**config.mk**
```make
export PLATFORM = sky130hd
export DESIGN_NAME = ltc2308_responder_flat
export DESIGN_NICKNAME = d
export VERILOG_FILES = /design/src/rtl/ltc2308_responder_pkg.sv /design/src/rtl/ltc2308_responder_if.sv /design/src/rtl/ltc2308_responder_sync_edge.sv /design/src/rtl/ltc2308_responder.sv /design/src/flat_wrapper.sv
export SDC_FILE = /design/constraint.sdc
export NUM_CORES = 1
export LEC_CHECK = 0
export ABC_CLOCK_PERIOD_IN_PS = 2400
export BUFFER_PORTS_ARGS = -buffer_cell sky130_fd_sc_hd__buf_2
export CAP_MARGIN = 20
export CORE_MARGIN = 5
export CORE_UTILIZATION = 30
export CTS_CLUSTER_DIAMETER = 50
export DETAILED_ROUTE_END_ITERATION = 8
export PLACE_DENSITY = 0.55
export RECOVER_POWER = 25
export SYNTH_ARGS = -nofsm -noshare
export SYNTH_HDL_FRONTEND = slang
export SYNTH_SLANG_ARGS = --single-unit
```
**constraint.sdc**
```tcl
create_clock -name clk -period 2.4 [get_ports clk]
set_input_delay 0.36 -clock clk [delete_from_list [all_inputs] [get_ports clk]]
set_output_delay 0.36 -clock clk [all_outputs]
set_load 0.1 [all_outputs]
```
**src/rtl/ltc2308_responder_pkg.sv**
```systemverilog
// ltc2308_emu_pkg: shared FSM states, default sizes, config bit positions and register addresses
package ltc2308_emu_pkg;
  typedef enum logic [1:0] {IDLE = 2'd0, CONVERT = 2'd1, SHIFT = 2'd2} state_t;
  localparam int DEF_NUM_CH = 8;
  localparam int DEF_DATA_W = 12;
  localparam int DEF_CFG_W = 6;
  localparam int CFG_SD = 5;
  localparam int CFG_OS = 4;
  localparam int CFG_S1 = 3;
  localparam int CFG_S0 = 2;
  localparam int CFG_UNI = 1;
  localparam int CFG_SLP = 0;
  localparam logic [3:0] ADDR_STATUS = 4'd8;
endpackage

```
**src/rtl/ltc2308_responder_if.sv**
```systemverilog
// ltc2308_responder_if: ADC serial pins (convst/sck/sdi/sdo) and Avalon-MM register port; master = initiator/host, slave = responder
interface ltc2308_responder_if;
  logic adc_convst;
  logic adc_sck;
  logic adc_sdi;
  logic adc_sdo;
  logic [3:0] avs_address;
  logic avs_write;
  logic [31:0] avs_writedata;
  logic avs_read;
  logic [31:0] avs_readdata;
  modport master (
    output adc_convst, adc_sck, adc_sdi, avs_address, avs_write, avs_writedata, avs_read,
    input adc_sdo, avs_readdata
  );
  modport slave (
    input adc_convst, adc_sck, adc_sdi, avs_address, avs_write, avs_writedata, avs_read,
    output adc_sdo, avs_readdata
  );
endinterface

```
**src/rtl/ltc2308_responder_sync_edge.sv**
```systemverilog
// sync_edge: STAGES-deep synchronizer plus history flop; ports clk, reset_n, d in; level, rise/fall 1-cycle pulses out
module sync_edge #(
  parameter int STAGES = 2
) (
  input  logic clk,
  input  logic reset_n,
  input  logic d,
  output logic level,
  output logic rise,
  output logic fall
);
  logic [STAGES-1:0] s;
  logic hist;
  always_ff @(posedge clk) begin
    if (!reset_n) begin
      s <= '0;
      hist <= 1'b0;
    end else begin
      s <= {s[STAGES-2:0], d};
      hist <= s[STAGES-1];
    end
  end
  assign level = s[STAGES-1];
  assign rise = level & ~hist;
  assign fall = ~level & hist;
endmodule

```
**src/rtl/ltc2308_responder.sv**
```systemverilog
// ltc2308_responder: LTC2308 serial-side emulator; ports clk, reset_n (sync active-low), bus (ADC pins + Avalon-MM sample/status regs)
module ltc2308_responder #(
  parameter int NUM_CH = ltc2308_emu_pkg::DEF_NUM_CH,
  parameter int DATA_W = ltc2308_emu_pkg::DEF_DATA_W,
  parameter int CFG_W = ltc2308_emu_pkg::DEF_CFG_W,
  parameter int SYNC_STAGES = 2,
  parameter bit RAMP_EN = 1'b0
) (
  input logic clk,
  input logic reset_n,
  ltc2308_responder_if.slave bus
);
  import ltc2308_emu_pkg::*;
  localparam int CW = $clog2(DATA_W + 1);
  localparam logic [CW-1:0] CFG_END = CW'(CFG_W);
  localparam logic [CW-1:0] DATA_END = CW'(DATA_W);
  localparam logic [3:0] NCH = 4'(NUM_CH);
  state_t state, state_n;
  logic cv_rise, cv_fall, sck_rise, sck_fall, sdi;
  logic [3:0] edge_unused;
  logic load, start_sh, cfg_in, cnt_inc, shift, done, in_shift;
  logic [DATA_W-1:0] out_sr;
  logic [CFG_W-1:0] cfg_sr;
  logic [CW-1:0] bit_cnt;
  logic [2:0] active_ch;
  logic err;
  logic [15:0] frame_count;
  logic [DATA_W-1:0] sample [NUM_CH];
  sync_edge #(.STAGES(SYNC_STAGES)) u_convst (
    .clk, .reset_n, .d(bus.adc_convst), .level(edge_unused[0]), .rise(cv_rise), .fall(cv_fall)
  );
  sync_edge #(.STAGES(SYNC_STAGES)) u_sck (
    .clk, .reset_n, .d(bus.adc_sck), .level(edge_unused[1]), .rise(sck_rise), .fall(sck_fall)
  );
  sync_edge #(.STAGES(SYNC_STAGES)) u_sdi (
    .clk, .reset_n, .d(bus.adc_sdi), .level(sdi), .rise(edge_unused[2]), .fall(edge_unused[3])
  );
  always_comb begin
    load = cv_rise;
    in_shift = state == SHIFT && !cv_rise;
    start_sh = state == CONVERT && !cv_rise && cv_fall;
    cfg_in = in_shift && sck_rise && bit_cnt < CFG_END;
    cnt_inc = in_shift && sck_rise && bit_cnt < DATA_END;
    shift = in_shift && sck_fall && bit_cnt < DATA_END;
    done = in_shift && sck_fall && bit_cnt == DATA_END;
    state_n = load ? CONVERT : start_sh ? SHIFT : done ? IDLE : state;
  end
  always_ff @(posedge clk) begin
    if (!reset_n) begin
      state <= IDLE;
      out_sr <= '0;
      cfg_sr <= '0;
      bit_cnt <= '0;
      active_ch <= '0;
      err <= 1'b0;
      frame_count <= '0;
      sample <= '{default: '0};
      bus.adc_sdo <= 1'b0;
      bus.avs_readdata <= '0;
    end else begin
      state <= state_n;
      if (load) begin
        out_sr <= sample[active_ch];
        bit_cnt <= '0;
        cfg_sr <= '0;
      end
      if (load && RAMP_EN) sample[active_ch] <= sample[active_ch] + 1'b1;
      if (start_sh) bus.adc_sdo <= out_sr[DATA_W-1];
      if (cfg_in) cfg_sr <= {cfg_sr[CFG_W-2:0], sdi};
      if (cnt_inc) bit_cnt <= bit_cnt + 1'b1;
      if (shift) begin
        out_sr <= out_sr << 1;
        bus.adc_sdo <= out_sr[DATA_W-2];
      end
      if (done) begin
        bus.adc_sdo <= 1'b0;
        frame_count <= frame_count + 1'b1;
        if (cfg_sr[CFG_SD]) active_ch <= {cfg_sr[CFG_S1], cfg_sr[CFG_S0], cfg_sr[CFG_OS]};
        else err <= 1'b1;
      end
      if (bus.avs_write && bus.avs_address < NCH) sample[bus.avs_address[2:0]] <= bus.avs_writedata[DATA_W-1:0];
      if (bus.avs_write && bus.avs_address == ADDR_STATUS && bus.avs_writedata[31]) err <= 1'b0;
      if (bus.avs_read)
        bus.avs_readdata <= bus.avs_address < NCH ? 32'(sample[bus.avs_address[2:0]]) :
                            bus.avs_address == ADDR_STATUS ? {err, 9'd0, frame_count, 1'b0, state, active_ch} : 32'd0;
    end
  end
endmodule

```
**src/flat_wrapper.sv**
```systemverilog
// flat-port wrapper written by rule: the top's interface ports become plain ports
module ltc2308_responder_flat import ltc2308_emu_pkg::*;
#(
  parameter int NUM_CH = ltc2308_emu_pkg::DEF_NUM_CH,
  parameter int DATA_W = ltc2308_emu_pkg::DEF_DATA_W,
  parameter int CFG_W = ltc2308_emu_pkg::DEF_CFG_W,
  parameter int SYNC_STAGES = 2,
  parameter bit RAMP_EN = 1'b0
)
  (clk, reset_n, bus_adc_convst, bus_adc_sck, bus_adc_sdi, bus_avs_address, bus_avs_write, bus_avs_writedata, bus_avs_read, bus_adc_sdo, bus_avs_readdata);
  ltc2308_responder_if bus_i ();
  input logic clk;
  input logic reset_n;
  input wire logic [$bits(bus_i.adc_convst)-1:0] bus_adc_convst;
  input wire logic [$bits(bus_i.adc_sck)-1:0] bus_adc_sck;
  input wire logic [$bits(bus_i.adc_sdi)-1:0] bus_adc_sdi;
  input wire logic [$bits(bus_i.avs_address)-1:0] bus_avs_address;
  input wire logic [$bits(bus_i.avs_write)-1:0] bus_avs_write;
  input wire logic [$bits(bus_i.avs_writedata)-1:0] bus_avs_writedata;
  input wire logic [$bits(bus_i.avs_read)-1:0] bus_avs_read;
  output wire logic [$bits(bus_i.adc_sdo)-1:0] bus_adc_sdo;
  output wire logic [$bits(bus_i.avs_readdata)-1:0] bus_avs_readdata;
  assign bus_i.adc_convst = bus_adc_convst;
  assign bus_i.adc_sck = bus_adc_sck;
  assign bus_i.adc_sdi = bus_adc_sdi;
  assign bus_i.avs_address = bus_avs_address;
  assign bus_i.avs_write = bus_avs_write;
  assign bus_i.avs_writedata = bus_avs_writedata;
  assign bus_i.avs_read = bus_avs_read;
  assign bus_adc_sdo = bus_i.adc_sdo;
  assign bus_avs_readdata = bus_i.avs_readdata;
  ltc2308_responder #(.NUM_CH(NUM_CH), .DATA_W(DATA_W), .CFG_W(CFG_W), .SYNC_STAGES(SYNC_STAGES), .RAMP_EN(RAMP_EN)) u_core (.clk(clk), .reset_n(reset_n), .bus(bus_i));
endmodule
```
# Word level (Yosys, flattened, before mapping)
# Index checks and enable logic that the tools add are counted.
# op_classes
n_reduce_logical	26
bitwise_logic	12
n_eq_ne	4
n_addsub	2
magnitude_cmp	6
mux	22
# op_table
operator	count
bitwise mux 96 bit	1
2-to-1 mux 12 bit	7
binary-select mux 12 bit (select 3 bit)	2
2-to-1 mux 32 bit	2
demux 12 bit (select 3 bit)	1
adder 16 x 1 -> 16 bit (second input constant)	1
logical AND 1 bit	13
2-to-1 mux 6 bit	2
nonzero test 2 bit	5
equality test 4 bit (second input constant)	2
>= comparator 4 bit (second input constant)	2
less-than comparator 4 bit (second input constant)	2
2-to-1 mux 4 bit	2
NOT 3 -> 4 bit	2
OR reduction 2 bit	4
NOT 1 bit	6
adder 4 x 1 -> 4 bit (second input constant)	1
AND 1 bit	4
less-than comparator 4 x 1 -> 1 bit (second input constant)	1
less-than comparator 4 x 3 -> 1 bit (second input constant)	1
2-to-1 mux 2 bit	2
AND reduction 2 bit	2
2-to-1 mux 1 bit	3
nonzero test 3 bit	1
other kinds (3)	3
# word_totals
reg_bits	181
input_bits	43
out_inout_bits	33
word_cells	96

# Depth between registers and ports, before layout
# Gate-level depths: netlist of run 1.
# depth
ltp_word	9
ltp_mapped	7
depth_no_buf	6

# Modules after synthesis
# From an unflattened synthesis of run 1, not the netlist that was laid out.
# unflattened
hier_cells	979
hier_area_um2	8246.7
# by_module_without_submodules
mod	seq_area_each_um2	area_each_um2	instances	cells_per_inst
ltc2308_responder	3283.1	7972.6	1	955
sync_edge	60.1	91.3	3	8

# Least setup slack after synthesis of run 1
# OpenSTA, ideal clock, no wires.
# synth_timing
path_type	input to register
start	input bus_avs_address[2]
end	register u_core.bus.avs_readdata[11]
required_time_ns	2.278
setup_time_ns	0.122
path_stages	5
path_buffers	2
t_arrival_ns	1.565
path_slack_ns	0.713
path_cell_list	buf_4 clkbuf_1 mux4_2 nor2b_1 a221o_1
# synth_via
elab_chain_cells	5
word_cells_on_any_way	8
classes_between	1 x order compare; 1 x eq/ne; 5 x mux; 1 x bitwise
# synth_rtl
element	line	source
from (decl)	flat_wrapper.sv:17	input wire logic [$bits(bus_i.avs_address)-1:0] bus_avs_address;
NOT 3 -> 4 bit (not written as such)	ltc2308_responder.sv:84	bus.avs_readdata <= bus.avs_address < NCH ? 32'(sample[bus.avs_address[2:0]]) :
binary-select mux 12 bit (select 3 bit)	ltc2308_responder.sv:84	
2-to-1 mux 12 bit (not written as such) (2 in series)	ltc2308_responder.sv:84	
2-to-1 mux 32 bit (*)	ltc2308_responder.sv:84	
to (signal assigned)	ltc2308_responder.sv:84	
to (decl)	ltc2308_responder_if.sv:18	output adc_sdo, avs_readdata
# Every way passes the cells marked *; elsewhere a longest branch is shown, timed or not. The select of a mux whose other input is x is not followed.
# A chain may end at the register's enable or synchronous reset.

# Worst setup path in the final report of run 1
# layout_timing
start	input reset_n
end	register u_core.sample[62] (netlist name)
# layout_rtl
element	line	source
from (decl)	flat_wrapper.sv:13	input logic reset_n;
to (signal, indexed assignment)	ltc2308_responder.sv:67	if (load && RAMP_EN) sample[active_ch] <= sample[active_ch] + 1'b1;
to (signal, indexed assignment)	ltc2308_responder.sv:81	if (bus.avs_write && bus.avs_address < NCH) sample[bus.avs_address[2:0]] <= bus.avs_writedata[DATA_W-1:0];
to (decl)	ltc2308_responder.sv:28	logic [DATA_W-1:0] sample [NUM_CH];
# No word-level cell between the ends.

==> metrics.md, run 1 <==
| Metric | Value |
|---|---|
| Final GP Congestion | `0.770` |
| Post CTS Setup Buffer Count | `0` |
| Category of the critical setup timing path | `in2reg` |
| Launching element type of the critical path | `input port` |
| RSZ-0062 raised after global routing | `false` |
| Die Footprint | `30800 um2` |
| Inserted Diodes | `0` |
| Source-to-sink clock delay at the later pin of the worst-skew pair | `0.43 ns` |
| Commonest cells after routing, fill and taps aside | `sky130_fd_sc_hd__dfxtp_1 (171), sky130_fd_sc_hd__mux2i_1 (126), sky130_fd_sc_hd__nor2_1 (85)` |
| Drt total wl | `23400 um` |
| Maximum VDD drop | `0.000505 V` |
| Area of placed instances | `8840 um2` |
| Fin area | `9390 um2` |
| Total GRT Usage | `15.2%` |
| Number of slew-limit violations in the final report | `0` |
| Via count of the first global-routing pass | `6214` |
| Per-cell routed wire length | `18.9 um` |
| Most common library cell in the layout ignoring fill and taps | `sky130_fd_sc_hd__dfxtp_1` |
| Die outline width | `175 um` |
| First-pass DRT Iterations | `5` |
| Worst Skew | `0.0102 ns` |
| Starting Density | `30.4%` |
| Largest net degree at the start of global routing | `125` |
| Comb pwr share | `6.3%` |
| Post-layout min period | `2.02 ns` |
| Instance count after placement with tap cells included | `1211` |
| Detailed-route via count | `6502` |
| Fraction of final layout cells sized beyond drive strength 1 | `17.4%` |
| Largest stage delay on the critical path | `1.12 ns` |
| Switching part of the total | `25.1%` |
| Number of antenna violations at the first check in global routing | `2` |
| Cts repair resizes | `0` |
| Number of placement rows | `60` |
| Switching component of the power | `1.50 mW` |
| Drt drc | `0` |
| Dominant synthesized flop cell | `sky130_fd_sc_hd__dfxtp_1` |
| Avg Inst Size Synth | `9.54 um2` |
| Critical-path cell list | `buf_2, inv_4, clkbuf_4, nor2_1` |
| Synth Register Bits | `172` |
| Cell Count, Final, Fillers Out | `1242` |
| DRT iter0 DRCs | `559` |
| Global-route wire length before repair | `36700 um` |
| Sequential cell area | `3440 um2` |
| Class of the most critical hold timing path | `in2reg` |
| Distinct cells, synth | `55` |
| Sequential share of the synthesized area | `42.0%` |
| Cell Area, Synth | `8210 um2` |
| Final total negative setup slack | `0 ns` |
| Worst slew margin relative to its limit | `0.387%` |
| Worst setup slack after layout | `0.377 ns` |
| Aggregate global routing overflow | `0` |
| Final count of negative-setup-slack endpoints | `0` |
| Clock group share of total power | `45.2%` |
| Maximum fanout count along the critical path | `124` |
| Area of combinational cells with multiple inputs | `4330 um2` |
| Total CTS buffers | `17` |
| Number of enable flip-flop cells after synthesis | `0` |
| Leak pwr | `3.49 nW` |
| Warnings, synthesis | `0` |
| Number of max-cap violations | `0` |
| Cell with the biggest individual delay on the critical path | `sky130_fd_sc_hd__clkbuf_4` |
| Final period utilization | `84.3%` |
| Element type at the critical path end | `flip-flop` |
| Required time worst endpoint | `2.66 ns` |
| Core Util, Final | `34.8%` |
| Root buffer selected by CTS | `sky130_fd_sc_hd__clkbuf_16` |
| Final HPWL DP | `15800 um` |
| I/O pin count | `76` |
| Layout Nets | `935` |
| Fill cell count | `2730` |
| Worst slack, placed | `0.325 ns` |
| Core region area | `27000 um2` |
| Result of the run | `completed` |
| Maximum clock frequency | `494 MHz` |
| Number of buffer cells added on primary ports | `47` |
| Vertical die dimension | `175 um` |
| Clock sink count | `172` |
| Count of nets left with antenna violations after detail routing | `0` |
| Via density | `5.24` |
| Number of hold-repair buffers added at the cts stage | `0` |
| PwrDens | `637 nW/um2` |
| Clock-pin slew on the worst setup and hold paths | `0.07 ns` |
| P_int | `4.48 mW` |
| H-tree depth reported by CTS | `4` |
| Layout overhead on the synthesized area | `14.4%` |
| Actual slew at the worst max-slew pin | `1.49 ns` |
| Critical path arrival | `2.28 ns` |
| Fraction of registers with async set or reset after synthesis | `0%` |
| Reg power frac | `48.5%` |
| Cell count after synthesis | `860` |
| Count of final hold-check violations | `0` |
| Buffers from clock root to sink, at most | `2` |
| CTS tree | `built` |
==> synth_stat cells, types with 6 or more instances <==
cell type / count / area [um2]
sky130_fd_sc_hd__o31ai_1: 8 / 60.1
sky130_fd_sc_hd__nand4_1: 6 / 37.5
sky130_fd_sc_hd__a22oi_1: 31 / 233
sky130_fd_sc_hd__a22o_1: 13 / 114
sky130_fd_sc_hd__nand3_1: 28 / 140
sky130_fd_sc_hd__buf_2: 14 / 70.1
sky130_fd_sc_hd__or4_1: 7 / 52.6
sky130_fd_sc_hd__clkbuf_1: 52 / 195
sky130_fd_sc_hd__nor2_1: 84 / 315
sky130_fd_sc_hd__and2_1: 19 / 119
sky130_fd_sc_hd__dfxtp_1: 172 / 3440
sky130_fd_sc_hd__mux4_2: 26 / 586
sky130_fd_sc_hd__o21ai_0: 16 / 80.1
sky130_fd_sc_hd__inv_1: 10 / 37.5
sky130_fd_sc_hd__nor2b_1: 18 / 113
sky130_fd_sc_hd__buf_4: 14 / 105
sky130_fd_sc_hd__a221o_1: 11 / 110
sky130_fd_sc_hd__o22ai_1: 10 / 62.6
sky130_fd_sc_hd__a21oi_1: 57 / 285
sky130_fd_sc_hd__nand2_1: 80 / 300
sky130_fd_sc_hd__mux2i_1: 126 / 1260
==> critical path, delay by kind of cell <==
family / cells / cell delay [ns]
buffers and inverters: 3 / 1.63
AND/OR/NAND/NOR: 1 / 0.15
==> layout make-up <==
cell class | count | area share (%)
flip-flops and latches | 172 | 36.7
clock inverters | 11 | 1.17
multi-input cells | 599 | 46.2
repair buffers | 88 | 6.09
inverters | 11 | 0.467
well taps | 341 | 4.55
clock buffers | 20 | 4.87
==> registers in the layout (all words and copies together), names as in the netlist, 2 cells and up <==
signal,flops
u_core.cfg_sr,6
u_core.bit_cnt,4
u_core.u_sck.s,2
u_core.u_sdi.s,2
u_core.frame_count,16
u_core.bus.avs_readdata,23
u_core.sample,96
u_core.u_convst.s,2
u_core.state,2
u_core.out_sr,12
u_core.active_ch,3
==> through the flow <==
stage	hold slack (ns)	power, mW
floorplan	0.412	3.25
global placement	0.418	3.34
detailed placement	0.421	3.35
CTS	0.124	6.05
global route	0.135	6.20
finish	0.138	5.98
==> routing by layer <==
layer  up-vias  part of all wire (%)  routed length, um  GRT usage (%)
met4         4                   2.0                464           4.91
met3        37                   6.3               1490           3.85
met2       170                    44              10400           22.9
li1       3125                     -                  -              -
met1      3166                    47              11100           21.4
met5         -                  0.15                 34              0
==> kinds of logic after synthesis <==
| kind of cell | Yosys count | share of synthesized area (%) |
|---|---|---|
| xor gates and xnor gates | 2 | 0.214 |
| adders and majority gates | 3 | 0.458 |
| and+or+nand+nor | 281 | 17.0 |
| buffers and inverters | 97 | 5.66 |
| other | 1 | 0.0457 |
| muxes | 152 | 22.5 |
| AOI/OAI and AO/OA | 152 | 12.1 |
| DFF | 172 | 42.0 |
==> power by group through the flow <==
stage	clock [mW]	combinational (mW)	sequential [mW]
floorplan	0	0.279	2.97
global placement	0	0.378	2.97
detailed placement	0	0.380	2.97
CTS	2.76	0.380	2.90
global route	2.89	0.402	2.90
finish	2.70	0.375	2.90
==> worst paths after layout <==
| kind | startpoint | cells after the start | slack (ns) | endpoint |
|---|---|---|---|---|
| worst min-delay path | bus_adc_sdi | 2 | 0.14 | u_core.u_sdi.s[0] |
| worst min register to register | u_core.u_sdi.s[0] | 1 | 0.44 | u_core.u_sdi.s[1] |
| worst max register to register | u_core.frame_count[1] | 5 | 0.43 | u_core.frame_count[4] |
| worst max-delay path | reset_n | 4 | 0.38 | u_core.sample[62] |
No activity file was read; power rests on OpenSTA's default activity.
==> run 2, diff against run 1 <==
- ABC_CLOCK_PERIOD_IN_PS: 2400 -> 1870
- clock period: 2.4 -> 1.87 ns (I/O delays scaled with it)
==> run 2 against run 1 <==
  * Sequential cell count unchanged
  * Total power increased by 29%
  * Hold slack worse by 0.080 ns
  * Die area stayed put
  * Worst setup slack lost 0.26 ns
  * Critical path depth increased by 2
  * Largest power group unchanged
  * Non-clock buffer count grew 23
==> metrics.md, run 2 (synthesis results as in run 1) <==
| Metric | Value |
|---|---|
| Result of the run | `completed (unchanged)` |
| Cell with the biggest individual delay on the critical path | `sky130_fd_sc_hd__or4_1 (was sky130_fd_sc_hd__clkbuf_4)` |
| Clock sink count | `172 (unchanged)` |
| H-tree depth reported by CTS | `4 (unchanged)` |
| Vertical die dimension | `175 um (unchanged)` |
| Fill cell count | `2749 (was 2730)` |
| Die Footprint | `30800 um2 (unchanged)` |
| Source-to-sink clock delay at the later pin of the worst-skew pair | `0.43 ns (about the same)` |
| Post-layout min period | `1.75 ns` |
| Max reg flops | `96 (unchanged)` |
| Layout Nets | `958 (was 935)` |
| Area of placed instances | `9050 um2 (was 8840 um2)` |
| Largest stage delay on the critical path | `0.56 ns (was 1.12 ns)` |
| Final period utilization | `93.8%` |
| Total CTS buffers | `17 (unchanged)` |
| Area of combinational cells with multiple inputs | `4340 um2 (was 4330 um2)` |
| Element type at the critical path end | `flip-flop (unchanged)` |
| Maximum fanout count along the critical path | `7 (was 124)` |
| Sequential cell area | `3440 um2 (unchanged)` |
| Starting Density | `30.4% (unchanged)` |
| Commonest cells after routing, fill and taps aside | `sky130_fd_sc_hd__dfxtp_1 (171), sky130_fd_sc_hd__mux2i_1 (126), sky130_fd_sc_hd__nor2_1 (83) (was sky130_fd_sc_hd__dfxtp_1 (171), sky130_fd_sc_hd__mux2i_1 (126), sky130_fd_sc_hd__nor2_1 (85))` |
| Clock group share of total power | `45.3% (was 45.2%)` |
| Clock-pin slew on the worst setup and hold paths | `0.07 ns (about the same)` |
| Per-cell routed wire length | `18.2 um (was 18.9 um)` |
| Inserted Diodes | `0 (unchanged)` |
| Count of final hold-check violations | `0 (unchanged)` |
| Worst slack, placed | `-0.0260 ns (was 0.325 ns)` |
| Critical path arrival | `2.11 ns (was 2.28 ns)` |
| Layout overhead on the synthesized area | `17.0% (was 14.4%)` |
| Reg power frac | `48.3% (was 48.5%)` |
| Worst setup slack after layout | `0.115 ns (was 0.377 ns)` |
| Leak pwr | `3.61 nW (was 3.49 nW)` |
| Met1 layer usage reported by global route | `21.0% (was 21.4%)` |
| Fin area | `9600 um2 (was 9390 um2)` |
| Maximum clock frequency | `570 MHz` |
| Via density | `5.15 (was 5.24)` |
| GR Util met2 | `23.6% (was 22.9%)` |
| Class of the most critical hold timing path | `in2reg (unchanged)` |
| Critical-path cell list | `inv_1, ha_1, and3_2, nand4_2, or4_1, a21oi_1 (was buf_2, inv_4, clkbuf_4, nor2_1)` |
| Largest net degree at the start of global routing | `88 (was 125)` |
| First-pass DRT Iterations | `5 (unchanged)` |
| I/O pin count | `76 (unchanged)` |
| Category of the critical setup timing path | `reg2reg (was in2reg)` |
| Worst slew margin relative to its limit | `44.9% (was 0.387%)` |
| CTS tree | `built (unchanged)` |
| Root buffer selected by CTS | `sky130_fd_sc_hd__clkbuf_16 (unchanged)` |
| Final count of negative-setup-slack endpoints | `0 (unchanged)` |
| Comb pwr share | `6.4% (was 6.3%)` |
| Post CTS Setup Buffer Count | `0 (unchanged)` |
| Fraction of final layout cells sized beyond drive strength 1 | `19.7% (was 17.4%)` |
| PwrDens | `803 nW/um2 (was 637 nW/um2)` |
| Final HPWL DP | `16200 um (was 15800 um)` |
| Core Util, Final | `35.6% (was 34.8%)` |
| Buffers from clock root to sink, at most | `2 (unchanged)` |
| Aggregate global routing overflow | `0 (unchanged)` |
| Launching element type of the critical path | `flip-flop (was input port)` |
| Worst Skew | `0.00794 ns (was 0.0102 ns)` |
| Global routing's busiest layer | `met2 (unchanged)` |
| Number of placement rows | `60 (unchanged)` |
| Total GRT Usage | `15.0% (was 15.2%)` |
| Core region area | `27000 um2 (unchanged)` |
| Tot Pwr | `7.71 mW (was 5.98 mW)` |
| Drt drc | `0 (unchanged)` |
| Switching part of the total | `25.5% (was 25.1%)` |
| P_int | `5.75 mW (was 4.48 mW)` |
| Most common library cell in the layout ignoring fill and taps | `sky130_fd_sc_hd__dfxtp_1 (unchanged)` |
| Number of antenna violations at the first check in global routing | `1 (was 2)` |
| Count of nets left with antenna violations after detail routing | `0 (unchanged)` |
| Switching component of the power | `1.96 mW (was 1.50 mW)` |
| RSZ-0062 raised after global routing | `false (unchanged)` |
| Global-route wire length before repair | `36300 um (was 36700 um)` |
| Detailed-route via count | `6520 (was 6502)` |
| Actual slew at the worst max-slew pin | `0.825 ns (was 1.49 ns)` |
| Number of slew-limit violations in the final report | `0 (unchanged)` |
| Leading registers by flop count | `u_core.sample (96), u_core.bus.avs_readdata (23), u_core.frame_count (16) (unchanged)` |
| Die outline width | `175 um (unchanged)` |
| Number of buffer cells added on primary ports | `47 (unchanged)` |
| Via count of the first global-routing pass | `6249 (was 6214)` |
| Maximum VDD drop | `0.000606 V (was 0.000505 V)` |
| Met3 Resource Use GR | `2.84% (was 3.85%)` |
| Required time worst endpoint | `2.23 ns (was 2.66 ns)` |
| Drt total wl | `23000 um (was 23400 um)` |
| Final GP Congestion | `0.815 (was 0.770)` |
| Number of max-cap violations | `0 (unchanged)` |
| Register with the most flip-flops | `u_core.sample (unchanged)` |
| DRT iter0 DRCs | `595 (was 559)` |
## run 2: cell count changes in the layout (fill, tap and decap cells not counted), sizes merged
cell / delta
clkinvlp: -1
inv: +2
clkinv: +1
clkbuf: +6
buf: +16
## run 2: repair_timing
| item | in CTS | in global routing |
|---|---|---|
| hold buffers | 0 | 0 |
| setup endpoints to repair | 1 | 8 |
| hold endpoints to repair | 0 | 0 |
| resized for setup | 1 | 3 |
## run 2: worst max-delay path, delay by kind of cell (launching register included)
kind | cells | cell delay [ns]
AOI/OAI and AO/OA | 1 | 0.16
buffers and inverters | 1 | 0.07
and+or+nand+nor | 3 | 0.94
adders and majority gates | 1 | 0.17
DFF | 1 | 0.35
## run 2: routing by layer
| layer | vias up | wire length, um |
|---|---|---|
| met2 | 170 | 10500 |
| li1 | 3167 | - |
| met4 | 2 | 371 |
| met3 | 31 | 1140 |
| met5 | - | 11 |
| met1 | 3150 | 11000 |
## run 2: worst paths after layout
check,start,end,slack (ns),cells past startpoint
max reg2reg,u_core.bit_cnt[0],u_core.frame_count[12],0.12,6
max,u_core.bit_cnt[0],u_core.frame_count[12],0.12,6
min reg2reg,u_core.u_sdi.s[0],u_core.u_sdi.s[1],0.43,1
min,bus_adc_sck,u_core.u_sck.s[0],0.06,2
## run 2: area by class of cell
class	count	share of cell area, %
Tap cell	341	4.44
Inverter	11	0.456
Multi-Input combinational cell	599	45.2
Clock buffer	19	4.61
Clock inverter	13	1.34
Timing Repair Buffer	111	8.05
Sequential cell	172	35.9
## run 2: metrics by stage
stage               TNS, ns  instances  hold slack, ns
detailed placement  -0.0260       1234           0.420
global placement    -0.0354       1234           0.419
CTS                       0       1266          0.0424
finish                    0       1266          0.0583
global route              0       1266          0.0555
floorplan                 0        868           0.392
## run 2: power by group through the flow
| stage | registers, mW | clock network [mW] | logic (mW) |
|---|---|---|---|
| after floorplan | 3.81 | 0 | 0.358 |
| after global placement | 3.81 | 0 | 0.502 |
| after detailed placement | 3.81 | 0 | 0.504 |
| after CTS | 3.72 | 3.57 | 0.505 |
| after global routing | 3.73 | 3.72 | 0.534 |
| final | 3.72 | 3.49 | 0.496 |
